[src/rtl/cache_arbiter.sv]
// Arbitrates icache fills and dcache fills/writebacks onto one memory port; round-robin on ties, one grant at a time.
// Grant one cycle after a request is seen in IDLE; resp pulses combinationally with mem_resp; a DONE gap separates grants.
module cache_arbiter #(
  parameter int LINE_W = 256,
  parameter int ADDR_W = 32
) (
  input  logic              clk,
  input  logic              rst,
  input  logic              icache_pmem_read,
  input  logic [ADDR_W-1:0] icache_pmem_address,
  output logic [LINE_W-1:0] icache_pmem_rdata,
  output logic              icache_pmem_resp,
  input  logic              dcache_pmem_read,
  input  logic              dcache_pmem_write,
  input  logic [ADDR_W-1:0] dcache_pmem_address,
  input  logic [LINE_W-1:0] dcache_pmem_wdata,
  output logic [LINE_W-1:0] dcache_pmem_rdata,
  output logic              dcache_pmem_resp,
  output logic              mem_read,
  output logic              mem_write,
  output logic [ADDR_W-1:0] mem_address,
  output logic [LINE_W-1:0] mem_wdata,
  input  logic [LINE_W-1:0] mem_rdata,
  input  logic              mem_resp,
  output logic [31:0]       conflict_count
);

  typedef enum logic [1:0] {IDLE, GRANT_I, GRANT_D, DONE} state_t;

  state_t      state_q, state_d;
  logic        last_grant_d_q;  // 1 = dcache held the most recent grant
  logic [31:0] conflict_q;
  logic        i_req, d_req;

  assign i_req             = icache_pmem_read;
  assign d_req             = dcache_pmem_read | dcache_pmem_write;
  assign icache_pmem_rdata = mem_rdata;
  assign dcache_pmem_rdata = mem_rdata;
  assign conflict_count    = conflict_q;

  always_ff @(posedge clk or posedge rst) begin
    if (rst) begin
      state_q        <= IDLE;
      last_grant_d_q <= 1'b0;
    end else begin
      state_q <= state_d;
      if (state_q == IDLE && state_d == GRANT_I)
        last_grant_d_q <= 1'b0;
      else if (state_q == IDLE && state_d == GRANT_D)
        last_grant_d_q <= 1'b1;
    end
  end

  always_ff @(posedge clk or posedge rst) begin
    if (rst)
      conflict_q <= 32'd0;
    else if (state_q == IDLE && i_req && d_req && conflict_q != 32'hFFFF_FFFF)
      conflict_q <= conflict_q + 32'd1;
  end

  always_comb begin
    state_d          = state_q;
    mem_read         = 1'b0;
    mem_write        = 1'b0;
    mem_address      = '0;
    mem_wdata        = '0;
    icache_pmem_resp = 1'b0;
    dcache_pmem_resp = 1'b0;
    case (state_q)
      IDLE: begin
        if (i_req && d_req)
          state_d = last_grant_d_q ? GRANT_I : GRANT_D;
        else if (i_req)
          state_d = GRANT_I;
        else if (d_req)
          state_d = GRANT_D;
      end
      GRANT_I: begin
        mem_read    = 1'b1;
        mem_address = icache_pmem_address;
        if (mem_resp) begin
          icache_pmem_resp = 1'b1;
          state_d          = DONE;
        end
      end
      GRANT_D: begin
        // write takes precedence when both dcache strobes are up
        mem_write   = dcache_pmem_write;
        mem_read    = ~dcache_pmem_write;
        mem_address = dcache_pmem_address;
        mem_wdata   = dcache_pmem_wdata;
        if (mem_resp) begin
          dcache_pmem_resp = 1'b1;
          state_d          = DONE;
        end
      end
      DONE:    state_d = IDLE;
      default: state_d = IDLE;
    endcase
  end

endmodule

[config.mk]
export PLATFORM = sky130hd
export DESIGN_NAME = cache_arbiter
export DESIGN_NICKNAME = d
export VERILOG_FILES = /design/src/rtl/cache_arbiter.sv
export SDC_FILE = /design/constraint.sdc
export NUM_CORES = 1
export LEC_CHECK = 0
export CAP_MARGIN = 25
export CORE_AREA = 2 2 550 552
export CTS_CLUSTER_DIAMETER = 120
export DETAILED_ROUTE_END_ITERATION = 10
export DIE_AREA = 0 0 552 554
export PLACE_DENSITY = 0.3
export SLEW_MARGIN = 20
export SYNTH_ARGS = -nofsm -noshare
export SYNTH_HDL_FRONTEND = slang
export SYNTH_SLANG_ARGS = --single-unit
[constraint.sdc]
create_clock -name clk -period 2.81 [get_ports clk]
set_input_delay 0.562 -clock clk [delete_from_list [all_inputs] [get_ports clk]]
set_output_delay 0.562 -clock clk [all_outputs]
set_load 0.05 [all_outputs]
# Word-level counts from Yosys, hierarchy flattened

Index checks and enable logic that the tools add are counted.

Word-level logic and storage cells: 36
Output and inout bits: 836
Input port bits: 582
Register bits after elaboration: 35

Add/sub/neg operators: 1
Equal/unequal tests: 6
Bitwise gates (word level): 2
Multiplexer cells: 15
Reduce and logical (&&, ||, !) cells: 9

Operators by type and width:

| kind                                                             | count |
|---|---|
| 256-bit two-way mux                                              | 1 |
| 32-bit case mux with 2 select lines                              | 1 |
| 32-bit by 1-bit adder with 32-bit output (second input constant) | 1 |
| 32-bit inequality test (second input constant)                   | 1 |
| 2-bit two-way mux                                                | 5 |
| 2-bit == test (second input constant)                            | 3 |
| 1-bit logical AND                                                | 6 |
| 1-bit two-way mux                                                | 6 |
| 2-bit case mux with 3 select lines                               | 1 |
| 2-bit by 1-bit == test with 1-bit output (second input constant) | 2 |
| 2-bit zero test                                                  | 1 |
| 1-bit case mux with 2 select lines                               | 1 |
| 2-bit nonzero test                                               | 1 |
| 2-bit OR reduction                                               | 1 |
| 1-bit NOT                                                        | 1 |
| 1-bit bitwise OR                                                 | 1 |

# Depth between registers and ports, before layout

Gate-level depths: netlist of the first run.

Depth after elaboration: 9
Mapped depth: 7
Depth with buffers taken out: 7

# Least setup slack after synthesis of the first run

OpenSTA, ideal clock, no wires.

Path kind: register -> output
Start point: register state_q[0]
End point: output port mem_address[11]
Data required time: 2248 ps
Buffers on the path: 2
Data arrival time: 1997 ps
Cell stages (with the launch flop): 7
Path slack: 251 ps
Path through: dfrtp_1 > inv_1 > ha_1 > clkbuf_1 > buf_1 > a22oi_1 > nor2b_1

Longest elaborated chain between the ends: 2
Elaborated cells between the ends (all ways): 3
Those cells by class: eq/ne (2); mux (1)

Ends and longest elaborated chain:

| what                                                                             | line | RTL |
|---|---|---|
| start, declared                                                                  | 30   | `state_t state_q, state_d;` |
| start signal, assigned                                                           | 46   | `state_q <= state_d;` |
| 2-bit == test / 2-bit by 1-bit == test with 1-bit output (equally long branches) | 69   | `case (state_q)` |
| 32-bit case mux with 2 select lines *                                            | 69   |  |
| end, declared                                                                    | 21   | `output logic [ADDR_W-1:0] mem_address,` |

Every way passes the cells marked *; elsewhere a longest branch is shown, timed or not.

# Final worst setup path of the first run

Start point: register state_q[0]
End point: output port mem_wdata[101]

Longest elaborated chain between the ends: 2

Ends and longest elaborated chain:

| what                | line | RTL |
|---|---|---|
| 2-bit == test       | 69   |  |
| 256-bit two-way mux | 69   |  |
| end, declared       | 22   | `output logic [LINE_W-1:0] mem_wdata,` |

Every way passes these cells.

==> reports/qor.yml, run 1 <==
run_status: "finished, final reports clean"
critPathCapture: "mem_wdata[101]"
p_comb_frac: 0.931
antenna_found_initial: 81
first_pass_iters: 4
synth_ff_type: "dfrtp_1"
cts_root_buffer: "clkbuf_16"
fin_hold_ws_ns: 0.506
synth_compound_area_frac: 0.0428
pwr-share-seq: 0.034
synth_seq_area_share: 0.111
fin_util: 0.0646
cp_num_buf_inv: 4
syn_to_final_growth_pct: 144
synthXorXnorAreaFrac: 0.0310
critPathSlowestCell: "dfrtp_1"
worst_slew_pin_slew_ns: 0.868
fin_nets: 1804
whs_path_depth: 1
crit_top_cell: "buf_12"
top_usage_layer: "met2"
fmaxAchievable_mhz: 371
synthCells: 1047
drv_slew: 0
yosys_warnings: 0
avgSynthCellArea_sq_um: 7.56
grt_pass1_vias: 8311
power_density_nw_per_um2: 983
synth-seq-cells: 35
ios: 1418
clkPwrFrac: 0.035
final_hold_viol_count: 0
start_util: 0.0265
track_usage: 0.125
slowest_delay_ns: 0.45
core_area_sq_um: 299000
path_class: "register to output port"
switching_power_mw: 11.0
crit_path_start_kind: "register"
num_rows: 201
worstPathRequired_ns: 2.25
viasPerCell: 1.53
fin_crit_ns: 2.69
synth_cell_types: 45
placed_cell_area_sq_um: 19000
detail_route.iter0.violations: 365
htreeDepth: 2
p_leak_nw: 6.16
synth_mux_area_frac: 0.00190
min_path_type: "register to register"
synth_top_family_by_area: "buffers and inverters"
use_met3: 0.161
gp_congestion: 0.916
period_share: 0.959
synth_area_leaders: "buf_4 (49%), and2_1 (20%), dfrtp_1 (11%)"
ant_nets: 0
dieArea_sq_um: 306000
arrival_ns: 2.13
routed_wl_mm: 199
r2r_start: "conflict_count[0]"
finClkSkew_ns: 0.00834
drive_gt1_frac: 0.342
ir_drop_v: 0.000632
grt_setup_unrepaired: "false"
clock-sinks: 35
design_area_sq_um: 19300
finalSetupViolations: 0
grt_pass1_wl_mm: 221
die_w_um: 552
slew_headroom: 0.420
numCtsBuffers: 5
cp_max_fo: 33
clk-insertion-delay-late_ns: 0.29
switching_share: 0.580
synth_fa_ha_area_frac: 0.00790
p_int_mw: 7.98
via_count: 7916
cp_cell_sequence: "inv_2 -> ha_4 -> buf_12 -> buf_16 -> and2_1 -> buf_12"
critPathLaunch: "state_q[0]"
crit_family: "buffers and inverters"
nFillCells: 35200
dp_hpwl_mm: 191
die_y_um: 554
wire_per_inst_um: 38.4
path_clk_slew_ns: 0.06
syn_area_sq_um: 7920
drc: 0
end_kind: "output port"
ff2ff_setup_slack_ns: 0.50
synth_top_cell_area_share: 0.485
async_reset_ff_frac: 1.00
use_met1: 0.103
globalRouteMet2Util: 0.183
yosys.area.top_type: "buf_4"
cts_buffer_depth: 2
r2r_cells: 7
synth_edf_count: 0
cap_violations: 0
overflow: 0
reg2reg_to: "conflict_count[17]"
port_buffers: 649
synth.net_count: 1634
synthSimpleGateAreaFrac: 0.298
cts_tree: "built"
path_depth: 6
grt_max_degree: 67
## per-layer routing
layer  wire (um)  share of wire
met1       56400           0.28
met2       82000           0.41
met3       55500           0.28
met4        5250          0.026
met5         117        0.00059
## layout by cell type, fill, tap and decap left out, types with 3 or more instances in the layout
| cell type | synthesis | final |
|---|---|---|
| and3_2 | 3 | 3 |
| xnor2_1 | 17 | 17 |
| and4_4 | 4 | 4 |
| nor2b_1 | 35 | 32 |
| clkdlybuf4s50_1 | 0 | 336 |
| nand2_1 | 14 | 14 |
| xor2_1 | 11 | 11 |
| clkbuf_16 | 0 | 6 |
| nor2b_2 | 0 | 3 |
| dfrtp_1 | 35 | 35 |
| nor2_1 | 8 | 8 |
| buf_12 | 0 | 314 |
| inv_1 | 4 | 3 |
| a22oi_1 | 32 | 31 |
| and2_1 | 259 | 258 |
| o21ai_0 | 3 | 3 |
| nand3_1 | 11 | 11 |
| buf_4 | 512 | 62 |
| diode_2 | 0 | 13 |
| a21oi_1 | 4 | 4 |
| nand4_1 | 14 | 14 |
| and3_1 | 3 | 3 |
| nor4_1 | 4 | 4 |
| nor3_1 | 4 | 4 |
## power by group through the flow
stage,Sequential (mW),Combinational (mW),Clock [mW]
floorplan,0.742,8.58,0
detailed placement,0.652,18.1,0
global route,0.655,18.6,0.719
CTS,0.646,18.3,0.694
global placement,0.654,18.2,0
finish,0.646,17.7,0.671
## layout make-up
class,count,area [sq um],area share
sequential,35,876,0.0453
inverter,4,15.0,0.000776
tap,3958,4950,0.256
clock buffer,6,139,0.00718
multi-input combinational,454,3050,0.158
antenna,13,32.5,0.00168
timing repair buffer,717,10200,0.530
clock inverter,2,35.0,0.00181
## what timing repair did
item	4_1_cts	5_1_grt
pin swaps	1	1
endpoints found under the setup margin	44	32
hold buffers	0	0
buffers inserted	1	1
gates cloned	1	1
resized for setup	6	4
## per-stage QoR
stage / std cells / total power, mW / setup slack, ns / setup TNS, ns
after detailed placement: 5164 / 18.8 / -0.0729 / -0.370
after global routing: 5177 / 20.0 / 0.0493 / 0
after global placement: 5164 / 18.9 / -0.150 / -0.976
final: 5189 / 19.0 / 0.116 / 0
after floorplan: 1047 / 9.32 / 0.251 / 0
after CTS: 5174 / 19.6 / 0.00845 / 0
## logic make-up (layout without fill, tap and decap cells)
kind of cell / after synthesis / count (layout)
multiplexers: 1 / 1
XOR/XNOR: 28 / 28
buffers and inverters: 558 / 729
AND/OR/NAND/NOR: 374 / 374
flip-flops: 35 / 35
AO/OA/AOI/OAI: 46 / 46
adder cells (fa/ha/maj): 5 / 5
other: 0 / 13
## Yosys cell counts (all sizes together), types with 5 or more instances
master and number:
nand3 12, nand2 15, and4 8, nand4 15
a22oi 32, ha 5, dfrtp 35, and3 6
xnor2 17, nor2 8, nor4 6, clkbuf 39
buf 515, nor2b 35, xor2 11, and2 260
## sequential cells by signal, summed over array words and instances, names as in the netlist
name,cells
last_grant_d_q,1
state_q,2
conflict_count,32
## worst min path at each step
| stage | endpoint | from |
|---|---|---|
| after floorplan | last_grant_d_q | last_grant_d_q |
| after global placement | conflict_count[30] | conflict_count[30] |
| after detailed placement | conflict_count[30] | conflict_count[30] |
| after CTS | conflict_count[30] | conflict_count[30] |
| after global routing | conflict_count[15] | conflict_count[15] |
| final | conflict_count[30] | conflict_count[30] |
No activity file was read; power rests on OpenSTA's default activity.
==> inputs of run 2 (changes only) <==
Settings changed: SLEW_MARGIN 20 to 40.
Clock period 2.81 ns to 2.8 ns, I/O delays scaled along.
==> run 2 against run 1 <==
Compared with the run above:
- core utilization is essentially flat
- largest cell class unchanged
- critical path depth is the same
- sequential share of layout area is essentially flat
- clock-buffer cell count grew 1
- highest routed layer unchanged
==> reports/qor.yml, run 2 (synthesized netlist as in run 1, its figures left out) <==
run_status: "finished, final reports clean"  # unchanged
top_usage_layer: "met2"  # unchanged
cap_violations: 0  # unchanged
min_path_type: "register to register"  # unchanged
p_total_mw: 18.8  # was 19.0 mW
htreeDepth: 2  # unchanged
placed_cell_area_sq_um: 19100  # was 19,000 sq um
cts_root_buffer: "clkbuf_16"  # unchanged
final_cells: 5188  # was 5,189
track_usage: 0.125  # about the same
die_y_um: 554  # unchanged
routed_wl_mm: 197  # was 199 mm
drive_gt1_frac: 0.340  # was 0.342
fmaxAchievable_mhz: 371
crit_family: "buffers and inverters"  # unchanged
design_area_sq_um: 19300  # about the same
first_pass_iters: 4  # unchanged
crit_path_start_kind: "register"  # unchanged
detail_route.iter0.violations: 398  # was 365
arrival_ns: 2.14  # was 2.13 ns
clock-sinks: 35  # unchanged
cp_num_buf_inv: 4  # unchanged
cp_max_fo: 28  # was 33
power_density_nw_per_um2: 973  # was 983 nW/um^2
cp_cell_sequence: "inv_1 -> ha_4 -> buf_4 -> buf_4 -> and2_1 -> buf_12"  # was inv_2 -> ha_4 -> buf_12 -> buf_16 -> and2_1 -> buf_12
dp_hpwl_mm: 190  # was 191 mm
fin_nets: 1808  # was 1,804
worst_slew_pin_slew_ns: 0.660  # was 0.868 ns
num_rows: 201  # unchanged
grt_pass1_vias: 8247  # was 8,311
antenna_found_initial: 89  # was 81
clk-insertion-delay-late_ns: 0.28  # was 0.29 ns
cts_buffer_depth: 2  # unchanged
path_clk_slew_ns: 0.06  # about the same
grt_setup_unrepaired: "false"  # unchanged
use_met1: 0.103  # about the same
p_leak_nw: 6.14  # was 6.16 nW
most-common-layout-cells: "clkdlybuf4s50_1 (336), buf_12 (318), and2_1 (257)"  # was clkdlybuf4s50_1 (336), buf_12 (314), and2_1 (258)
dieArea_sq_um: 306000  # unchanged
ir_drop_v: 0.000564  # was 0.000632 V
tns_ns: 0  # unchanged
fin_util: 0.0644  # was 0.0646
ant_nets: 0  # unchanged
port_buffers: 649  # unchanged
slowest_delay_ns: 0.43  # was 0.45 ns
finalSetupViolations: 0  # unchanged
gp_congestion: 0.911  # was 0.916
dpl.cell_count: 5170  # was 5,164
fin_crit_ns: 2.70
path_class: "register to output port"  # unchanged
worstPathRequired_ns: 2.24  # was 2.25 ns
use_met3: 0.161  # about the same
grt_pass1_wl_mm: 220  # was 221 mm
syn_to_final_growth_pct: 143  # was 144%
slew_headroom: 0.559  # was 0.420
overflow: 0  # unchanged
core_area_sq_um: 299000  # unchanged
die_w_um: 552  # unchanged
end_kind: "output port"  # unchanged
final_common_cell: "clkdlybuf4s50_1"  # unchanged
final_hold_viol_count: 0  # unchanged
critPathSlowestCell: "and2_1"  # was dfrtp_1
period_share: 0.963
drv_slew: 0  # unchanged
drc: 0  # unchanged
start_util: 0.0265  # unchanged
numCtsBuffers: 5  # unchanged
via_count: 7888  # was 7,916
wire_per_inst_um: 38.0  # was 38.4 um
viasPerCell: 1.52  # was 1.53
finClkSkew_ns: 0.00589  # was 0.00834 ns
crit_top_cell: "buf_4"  # was buf_12
cts_tree: "built"  # unchanged
grt_max_degree: 49  # was 67
globalRouteMet2Util: 0.181  # was 0.183
largest_reg_flops: 32  # unchanged
ios: 1418  # unchanged
## run 2: cell types whose count changed in the layout (fill, tap and decap cells not counted), sizes merged
cell    before  now
diode       13    8
clkbuf       8    7
bufbuf       1    0
bufinv       1    0
buf        378  385
## run 2: area by class of cell
class / count / area, sq um
fill: 35100 / 280000
timing repair buffer: 721 / 10200
tap: 3958 / 4950
multi-input combinational: 454 / 3040
sequential: 35 / 876
clock buffer: 7 / 133
antenna: 8 / 20.0
inverter: 4 / 15.0
clock inverter: 1 / 5.00
## run 2: repair_timing
| item | 4_1_cts | 5_1_grt |
|---|---|---|
| pin swaps | 1 | 0 |
| buffers inserted | 2 | 0 |
| hold buffers | 0 | 0 |
| resized for setup | 0 | 4 |
| setup endpoints to repair | 2 | 4 |
## run 2: worst paths after layout
check	start	to	slack [ns]	cells past startpoint
worst min-delay path	conflict_count[15]	conflict_count[15]	0.52	1
worst min register to register	conflict_count[15]	conflict_count[15]	0.52	1
worst max-delay path	state_q[0]	mem_wdata[61]	0.10	6
max in group asynchronous	rst	conflict_count[2]	1.71	3
min in group asynchronous	rst	conflict_count[21]	0.72	3
worst max register to register	state_q[1]	conflict_count[22]	0.47	8
## run 2: where the power goes
group | internal (mW) | switching, mW
registers | 0.564 | 0.0767
clock network | 0.329 | 0.214
logic | 6.93 | 10.6
total | 7.83 | 10.9
## run 2: metrics by stage
step / setup WS (ns) / hold slack, ns
global placement: 0.103 / 0.502
finish: 0.104 / 0.518
CTS: 0.00537 / 0.525
floorplan: 0.243 / 0.506
detailed placement: 0.0787 / 0.510
global route: 0.00894 / 0.549
## run 2: routing by layer
metal / up-vias / part of all wire
li1: 3138 / -
met1: 3289 / 0.28
met2: 1134 / 0.41
met3: 309 / 0.28
met4: 18 / 0.028
met5: - / 0.00059
==> inputs of run 3 (changes only) <==
--- a/constraint.sdc
+++ b/constraint.sdc
@@ -3,2 +3,2 @@
 set_output_delay 0.56 -clock clk [all_outputs]
-set_load 0.05 [all_outputs]
+set_load 0.1 [all_outputs]
==> run 3 against run 2 <==
Compared with the run above:
- setup slack is essentially flat
- via count up 3.1%
- wire length fell by 2.6%
- sequential power grew 3%
- sequential share of layout area decreased by 0.050 points
- first-iteration DRC count is 23% lower
- global-route usage down 0.38 points
- power increased by 24%
==> reports/qor.yml, run 3 (synthesized netlist as in run 1, its figures left out) <==
run_status: "finished, final reports clean"  # unchanged
path_clk_slew_ns: 0.07  # was 0.06 ns
num_rows: 201  # unchanged
design_area_sq_um: 19500  # was 19,300 sq um
drc: 0  # unchanged
ff2ff_setup_slack_ns: 0.59  # was 0.47 ns
dpl.cell_count: 5169  # was 5,170
placed_cell_area_sq_um: 19200  # was 19,100 sq um
power_density_nw_per_um2: 1190  # was 973 nW/um^2
wire_per_inst_um: 36.9  # was 38.0 um
cts_buffer_depth: 2  # unchanged
detail_route.iter0.violations: 307  # was 398
end_kind: "output port"  # unchanged
fin_crit_ns: 2.70  # about the same
reg2reg_to: "conflict_count[1]"  # was conflict_count[22]
largest_reg_flops: 32  # unchanged
crit_path_start_kind: "register"  # unchanged
overflow: 0  # unchanged
arrival_ns: 2.14  # about the same
grt_max_degree: 79  # was 49
path_class: "register to output port"  # unchanged
htreeDepth: 2  # unchanged
drv_slew: 0  # unchanged
cap_violations: 0  # unchanged
gp_congestion: 0.900  # was 0.911
final_hold_viol_count: 0  # unchanged
fmaxAchievable_mhz: 371  # about the same
die_y_um: 554  # unchanged
numCtsBuffers: 5  # unchanged
worst_slew_pin_slew_ns: 0.620  # was 0.660 ns
clk-insertion-delay-late_ns: 0.29  # was 0.28 ns
finClkSkew_ns: 0.0121  # was 0.00589 ns
viasPerCell: 1.57  # was 1.52
p_total_mw: 23.3  # was 18.8 mW
r2r_cells: 6  # was 8
start_util: 0.0265  # unchanged
fin_nets: 1806  # was 1,808
antenna_found_initial: 109  # was 89
first_pass_iters: 4  # unchanged
ant_nets: 0  # unchanged
cts_tree: "built"  # unchanged
period_share: 0.963  # about the same
final_cells: 5193  # was 5,188
ios: 1418  # unchanged
p_leak_nw: 6.24  # was 6.14 nW
port_buffers: 649  # unchanged
clock-sinks: 35  # unchanged
grt_setup_unrepaired: "false"  # unchanged
grt_pass1_wl_mm: 215  # was 220 mm
cp_max_fo: 57  # was 28
nFillCells: 35100  # about the same
dp_hpwl_mm: 185  # was 190 mm
via_count: 8135  # was 7,888
critPathLaunch: "state_q[0]"  # unchanged
grt_pass1_vias: 8516  # was 8,247
whs_path_depth: 1  # unchanged
syn_to_final_growth_pct: 146  # was 143%
die_w_um: 552  # unchanged
cts_root_buffer: "clkbuf_16"  # unchanged
most-common-layout-cells: "clkdlybuf4s50_1 (325), buf_12 (325), and2_1 (259)"  # was clkdlybuf4s50_1 (336), buf_12 (318), and2_1 (257)
worstPathRequired_ns: 2.24  # about the same
core_area_sq_um: 299000  # unchanged
dieArea_sq_um: 306000  # unchanged
routed_wl_mm: 192  # was 197 mm
drive_gt1_frac: 0.374  # was 0.340
r2r_start: "conflict_count[0]"  # was state_q[1]
ir_drop_v: 0.000641  # was 0.000564 V
slew_headroom: 0.586  # was 0.559
critPathCapture: "mem_wdata[80]"  # was mem_wdata[61]
min_path_type: "register to register"  # unchanged
finalSetupViolations: 0  # unchanged
track_usage: 0.121  # was 0.125
-- run 3: cell type report --
cell class,count,area (sq um),share of cell area
tap,3958,4950,0.254
sequential,35,876,0.0449
clock inverter,2,35.0,0.00180
inverter,4,15.0,0.000770
antenna,15,37.5,0.00193
timing repair buffer,719,10300,0.529
clock buffer,6,139,0.00712
multi-input combinational,454,3120,0.160
-- run 3: how the worst min path moves through the flow --
stage / slack (ns) / end / startpoint
floorplan: 0.51 / last_grant_d_q / last_grant_d_q
global placement: 0.50 / conflict_count[23] / conflict_count[23]
detailed placement: 0.51 / conflict_count[15] / conflict_count[15]
CTS: 0.52 / conflict_count[15] / conflict_count[15]
global route: 0.55 / conflict_count[15] / conflict_count[15]
finish: 0.52 / conflict_count[23] / conflict_count[23]
-- run 3: what timing repair did --
item | CTS | global route
pin swaps | 0 | 1
setup endpoints to repair | 2 | 65
buffers inserted | 0 | 1
endpoints found under the hold margin | 0 | 0
resized for setup | 3 | 3
hold buffers | 0 | 0
-- run 3: worst max-delay path: stages, from the launching register on --
cell and delay [ns]:
dfrtp_1 0.42, inv_2 0.11, ha_4 0.25, buf_16 0.24, buf_4 0.23, and2_1 0.25
buf_12 0.21
-- run 3: metrics by stage --
stage          hold slack [ns]  TNS (ns)    util  worst slack [ns]
6_report                 0.515         0  0.0651             0.104
5_1_grt                  0.555         0  0.0650            0.0131
4_1_cts                  0.522         0  0.0649           0.00146
3_5_place_dp             0.514    -0.274  0.0643           -0.0650
3_3_place_gp             0.500    -0.389  0.0643            -0.112
2_1_floorplan            0.506         0       -            0.0927
-- run 3: layer usage --
metal  vias up  routed length, um  track usage
li1       3133                  -            -
met1      3483              50800       0.0941
met2      1147              83400        0.187
met3       356              51300        0.148
met4        16               6230       0.0309
met5         -                110            0
-- run 3: report_power, final --
| group | leakage (nW) | internal (mW) | total, mW | switching (mW) |
|---|---|---|---|---|
| registers | 0.476 | 0.563 | 0.660 | 0.0967 |
| clock network | 0.0869 | 0.444 | 0.694 | 0.250 |
| logic | 5.67 | 7.17 | 21.9 | 14.7 |
| total | 6.24 | 8.18 | 23.3 | 15.1 |
